<file path="src/rtl/cpu_pkg.sv">
// Shared types for the accumulator CPU sequencer: FSM states, opcodes, ALU op codes.
package cpu_pkg;

    typedef enum logic [2:0] {
        S_HALT, S_FADDR, S_FDATA, S_DECODE, S_SKIP, S_OADDR, S_ODATA, S_STORE
    } state_t;

    localparam logic [2:0] OP_HLT = 3'd0;
    localparam logic [2:0] OP_SKZ = 3'd1;
    localparam logic [2:0] OP_ADD = 3'd2;
    localparam logic [2:0] OP_AND = 3'd3;
    localparam logic [2:0] OP_XOR = 3'd4;
    localparam logic [2:0] OP_LDA = 3'd5;
    localparam logic [2:0] OP_STO = 3'd6;
    localparam logic [2:0] OP_JMP = 3'd7;

    localparam logic [1:0] ALU_PASS = 2'b00;
    localparam logic [1:0] ALU_ADD  = 2'b01;
    localparam logic [1:0] ALU_AND  = 2'b10;
    localparam logic [1:0] ALU_XOR  = 2'b11;

    function automatic logic [1:0] alu_sel(input logic [2:0] op);
        case (op)
            OP_ADD:  return ALU_ADD;
            OP_AND:  return ALU_AND;
            OP_XOR:  return ALU_XOR;
            default: return ALU_PASS;
        endcase
    endfunction

    function automatic logic is_wait_state(input state_t s);
        return (s == S_FDATA) || (s == S_ODATA) || (s == S_STORE);
    endfunction

endpackage

</file>
<file path="src/rtl/wait_timer.sv">
// Memory wait-state counter; flags expiry on the TIMEOUT-th consecutive stalled cycle.
// Latency: expired is combinational from count and en; no backpressure of its own.
module wait_timer #(
    parameter int WAIT_W  = 4,
    parameter int TIMEOUT = 15
) (
    input  logic clk,
    input  logic rst_n,
    input  logic clr,
    input  logic en,
    output logic expired
);

    localparam logic [WAIT_W-1:0] LAST = WAIT_W'(TIMEOUT - 1);

    logic [WAIT_W-1:0] cnt;

    // Saturates at LAST: the stall that would push the count to TIMEOUT is the one that expires.
    always_ff @(posedge clk or negedge rst_n) begin
        if (!rst_n) begin
            cnt <= '0;
        end else if (clr) begin
            cnt <= '0;
        end else if (en && (cnt != LAST)) begin
            cnt <= cnt + WAIT_W'(1);
        end
    end

    assign expired = en && (cnt == LAST);

endmodule

</file>
<file path="src/rtl/cpu_sequencer.sv">
// Fetch/decode/execute control FSM for an accumulator CPU; Moore strobes except ld_ir/ld_ac.
// Latency 3-5 cycles per instruction plus one per mem_ready=0 cycle; bus error after TIMEOUT stalls.
module cpu_sequencer
    import cpu_pkg::*;
#(
    parameter int OPCODE_W = 3,
    parameter int WAIT_W   = 4,
    parameter int TIMEOUT  = 15
) (
    input  logic                clk,
    input  logic                rst_n,
    input  logic                run,
    input  logic [OPCODE_W-1:0] opcode,
    input  logic                zero,
    input  logic                mem_ready,
    output logic                sel,
    output logic                rd,
    output logic                wr,
    output logic                data_e,
    output logic                ld_ir,
    output logic                ld_ac,
    output logic                ld_pc,
    output logic                inc_pc,
    output logic [1:0]          alu_op,
    output logic                halted,
    output logic                err
);

    state_t     state, state_nxt;
    logic       set_err, clr_err;
    logic       expired;
    logic       illegal;
    logic [2:0] op3;

    assign op3     = opcode[2:0];
    assign illegal = (OPCODE_W > 3) && (32'(opcode) > 32'd7);

    // Counter sits at zero outside the wait states, so each entry starts a fresh count.
    wait_timer #(
        .WAIT_W  (WAIT_W),
        .TIMEOUT (TIMEOUT)
    ) u_wait_timer (
        .clk     (clk),
        .rst_n   (rst_n),
        .clr     (!is_wait_state(state)),
        .en      (is_wait_state(state) && !mem_ready),
        .expired (expired)
    );

    always_ff @(posedge clk or negedge rst_n) begin
        if (!rst_n) begin
            state <= S_HALT;
            err   <= 1'b0;
        end else begin
            state <= state_nxt;
            if (clr_err) begin
                err <= 1'b0;
            end else if (set_err) begin
                err <= 1'b1;
            end
        end
    end

    always_comb begin
        state_nxt = state;
        sel       = 1'b0;
        rd        = 1'b0;
        wr        = 1'b0;
        data_e    = 1'b0;
        ld_ir     = 1'b0;
        ld_ac     = 1'b0;
        ld_pc     = 1'b0;
        inc_pc    = 1'b0;
        alu_op    = ALU_PASS;
        halted    = 1'b0;
        set_err   = 1'b0;
        clr_err   = 1'b0;
        case (state)
            S_HALT: begin
                halted = 1'b1;
                if (run) begin
                    clr_err   = 1'b1;
                    state_nxt = S_FADDR;
                end
            end
            S_FADDR: begin
                sel       = 1'b1;
                rd        = 1'b1;
                state_nxt = S_FDATA;
            end
            S_FDATA: begin
                sel = 1'b1;
                rd  = 1'b1;
                if (mem_ready) begin
                    ld_ir     = 1'b1;
                    state_nxt = S_DECODE;
                end else if (expired) begin
                    set_err   = 1'b1;
                    state_nxt = S_HALT;
                end
            end
            S_DECODE: begin
                inc_pc = 1'b1;
                if (illegal) begin
                    inc_pc    = 1'b0;
                    set_err   = 1'b1;
                    state_nxt = S_HALT;
                end else begin
                    case (op3)
                        OP_HLT: state_nxt = S_HALT;
                        OP_SKZ: state_nxt = zero ? S_SKIP : S_FADDR;
                        OP_JMP: begin
                            inc_pc    = 1'b0;
                            ld_pc     = 1'b1;
                            state_nxt = S_FADDR;
                        end
                        OP_STO:  state_nxt = S_STORE;
                        default: state_nxt = S_OADDR;
                    endcase
                end
            end
            S_SKIP: begin
                inc_pc    = 1'b1;
                state_nxt = S_FADDR;
            end
            S_OADDR: begin
                rd        = 1'b1;
                state_nxt = S_ODATA;
            end
            S_ODATA: begin
                rd     = 1'b1;
                alu_op = alu_sel(op3);
                if (mem_ready) begin
                    ld_ac     = 1'b1;
                    state_nxt = S_FADDR;
                end else if (expired) begin
                    set_err   = 1'b1;
                    state_nxt = S_HALT;
                end
            end
            S_STORE: begin
                data_e = 1'b1;
                wr     = 1'b1;
                if (mem_ready) begin
                    state_nxt = S_FADDR;
                end else if (expired) begin
                    set_err   = 1'b1;
                    state_nxt = S_HALT;
                end
            end
            default: state_nxt = S_HALT;
        endcase
    end

endmodule

</file>
<file path="config.mk">
export PLATFORM = sky130hd
export DESIGN_NAME = cpu_sequencer
export DESIGN_NICKNAME = d
export VERILOG_FILES = /design/src/rtl/cpu_pkg.sv /design/src/rtl/wait_timer.sv /design/src/rtl/cpu_sequencer.sv
export SDC_FILE = /design/constraint.sdc
export NUM_CORES = 1
export LEC_CHECK = 0
export CAP_MARGIN = 20
export CORE_MARGIN = 1.5
export CORE_UTILIZATION = 39
export DETAILED_ROUTE_END_ITERATION = 8
export GPL_ROUTABILITY_DRIVEN = 1
export HOLD_SLACK_MARGIN = 0.08
export PLACE_DENSITY = 0.73
export SLEW_MARGIN = 30
export SYNTH_ARGS = -nofsm -noshare
export SYNTH_HDL_FRONTEND = slang
export SYNTH_SLANG_ARGS = --single-unit
</file>
<file path="constraint.sdc">
create_clock -name clk -period 1.2 [get_ports clk]
set_input_delay 0.3 -clock clk [delete_from_list [all_inputs] [get_ports clk]]
set_output_delay 0.3 -clock clk [all_outputs]
set_load 0.02 [all_outputs]
</file>
==> metrics.md <==
| Metric | Value |
|---|---|
| CTS buffer count | `3` |
| Count of cell types in the netlist | `31` |
| Chip width | `41.63 um` |
| Sw frac | `roughly 45%` |
| Clock power share | `7.0%` |
| Ys flop type | `dfrtp_1` |
| Fmax | `between 500 and 600 MHz` |
| Die area | `0.001733 sq mm` |
| Clock-pin slew on the worst setup and hold paths | `60 ps` |
| Yosys Warn Count | `0` |
| ANT nets after route | `0` |
| Synthesis-stage register bit count | `8` |
| CP Data Required Time | `900 ps` |
| Min cycle time layout | `1669 ps` |
| Area grow syn2layout | `116.1%` |
| CP max stage delay | `480 ps` |
| CP max FO | `6` |
| Initial antenna violation count | `0` |
| Clk root buf | `clkbuf_4` |
| Number of global-route vias before repair | `around 750` |
| GR Util All Layers | `26.79%` |
| Storage element area | `203.9 sq um` |
| Final Setup Violations | `19` |
| Period utilization | `139.1%` |
| Dpl ws | `-944.4 ps` |
| Setup ws final | `-469.2 ps` |
| # fillers | `43` |
| Async set-reset flop share out of synthesis | `100.0%` |
| DR pass1 iterations | `4` |
| Share of layout cells above drive strength 1 | `between 50% and 60%` |
| First-pass GRT wire length | `3601 um` |
| Die Ht | `41.63 um` |
| EDFF count, synth | `0` |
| Mapped Area | `between 500 and 600 sq um` |
| Slowest CP cell | `dfrtp_2` |
| WP data arrival | `~1400 ps` |
| RSZ-0062 raised after global routing | `true` |
| VDD IR-drop max | `1.692 mV` |
| Initial drt markers | `18` |
| Utilization after layout | `between 90 and 100%` |
| Hold Path Class | `input port to async pin` |
| Switch Pwr | `between 1 and 1.5 mW` |
| Max Root-Sink Buffers | `2` |
| Io pins | `20` |
| Synth Instances | `70` |
| Hold Fails Final Rpt | `0` |
| Pleak | `between 0.5 and 0.6 nW` |
| Reg2Reg Capture Point | `state[2]$_DFFE_PN0P_` |
| Seq pwr share | `about 17%` |
| Reg-to-reg slack, setup | `-210 ps` |
| DRC viols | `0` |
| Post-synthesis area per instance | `8.312 sq um` |
| Violated checks | `setup timing` |
| Critical path class | `flop to primary output` |
| Synth area leaders | `dfrtp_1 34%, nand2_1 5.8%, nor2_1 5.2%` |
| Commonest cells in the netlist | `9 x nand2_1, 8 x dfrtp_1, 8 x nor2_1` |
| Logic pwr share | `76.5%` |
| Post-synthesis sequential area ratio | `34.41%` |
| Largest net degree at the start of global routing | `9` |
| Fin. max-slew vios | `0` |
| Reg2Reg Depth | `7` |
| Total congestion overflow | `0` |
| Layout Skew | `4.670 ps` |
| Gpl congestion | `approximately 0.74` |
| # port buffers | `19` |
| Max-Cap Viols | `0` |
| Core box area | `0.001350 sq mm` |
| WL final | `~2800 um` |
| # clock sinks | `8` |
| Crit end category | `primary output` |
| Pint | `1.679 mW` |
| Rows | `13` |
| CP startpoint kind | `flop` |
| Power per cell area | `2414 mW/mm^2` |
| Clk Latency, worst-skew pair | `roughly 260 ps` |
| Antenna cells | `0` |
| Clock H-tree levels | `1` |
| Nets@finish | `130` |
| Syn_nets | `80` |
| Synth area leader | `dfrtp_1` |
| Vias | `778` |
| CP cell instances | `buf_6 -> nand2_4 -> nor2_4 -> nand2_2 -> nand2_2 -> buf_6` |
| Worst path bufs/invs | `2` |
| Status | `finished, violations left` |
| Slew margin rel. | `72.83%` |
| Worst slew pin tran | `about 400 ps` |
| Post-CTS Hold Buffers | `0` |
| Post-synth top area share | `34.41%` |
| DP Wirelength | `1315 um` |
| Initial Utilization | `43.10%` |
| CTS tree | `built` |
| Worst path top cell family by delay | `flip-flops` |
| Drt via density | `5.850` |
| RR Startpoint | `state[1]$_DFFE_PN0P_` |
| Most frequent cell after synthesis | `nand2_1` |
| Area of the multi-input gates | `509.2 sq um` |
| Wirelength per Cell | `~21 um` |
## flip-flops by register name, summed over array words and instances, names as in the netlist
signal	cells
u_wait_timer.cnt	4
state	3
err	1
## per-layer routing
| layer | global-route usage [%] | up-vias | part of all wire (%) |
|---|---|---|---|
| li1 | - | 342 | - |
| met1 | 31.15 | 384 | 37 |
| met2 | 53.75 | 40 | 53 |
| met3 | 2.609 | 12 | 6.5 |
| met4 | 1.935 | 0 | 3.9 |
| met5 | 0 | - | 0 |
## logic make-up (layout without fill, tap and decap cells)
group	Yosys count	count (layout)	synth area share, %
AND/OR/NAND/NOR	34	34	30.11
AO/OA/AOI/OAI	12	12	15.49
flip-flops	8	8	34.41
buffers and inverters	8	56	6.452
XOR/XNOR	5	5	7.528
adder cells (fa/ha/maj)	2	2	4.300
multiplexers	1	1	1.720
## metrics by stage
| step | cells | TNS, ps | total power, mW | cell area [sq um] | hold WS [ps] |
|---|---|---|---|---|---|
| final | 133 | -5080 | 3.036 | 1257 | 309.6 |
| after CTS | 132 | -4028 | 2.652 | 1180 | 343.1 |
| after global routing | 133 | -5730 | 3.143 | 1257 | 340.1 |
| after global placement | 121 | -10720 | 2.063 | 1040 | 518.9 |
| after detailed placement | 121 | -11240 | 2.112 | 1040 | 539.2 |
| after floorplan | 70 | -649.5 | 1.402 | 705.7 | 4.409 |
## power by group through the flow
stage                     clock, mW  sequential [mW]  combinational, mW
after detailed placement          0            0.504               1.61
after global routing          0.231            0.503               2.41
after floorplan                   0            0.467              0.935
after CTS                     0.203            0.475               1.97
final                         0.212            0.500               2.32
after global placement            0            0.496               1.57
## how the worst max path moves through the flow
stage	to	start	cells past startpoint	slack (ps)
2_1_floorplan	alu_op[0]	state[1]$_DFFE_PN0P_	3	-130
3_5_place_dp	alu_op[1]	opcode[1]	6	-940
5_1_grt	inc_pc	state[1]$_DFFE_PN0P_	6	-510
6_report	inc_pc	state[1]$_DFFE_PN0P_	6	-470
3_3_place_gp	alu_op[1]	opcode[1]	6	-910
4_1_cts	sel	state[0]$_DFFE_PN0P_	4	-370
## layout by cell type, fill, tap and decap left out, types with 4 or more instances in the layout
cell,netlist,final
nor2_1,8,6
dfrtp_1,8,5
buf_6,0,18
dlygate4sd2_1,0,4
nand2_1,9,4
buf_4,1,21
## repair_timing
action,in CTS,in global routing
endpoints found under the hold margin,0,0
resized for setup,78,18
endpoints found under the setup margin,20,20
setup buffers,8,1
pin swaps,5,6
## area by class of cell
type	instances	area share, %
inverters	2	0.5970
multi-input cells	54	40.50
repair buffers	51	39.40
clock buffers	3	1.791
well taps	15	1.493
flip-flops and latches	8	16.22
Note: power is estimated with default switching activity, not from simulation.
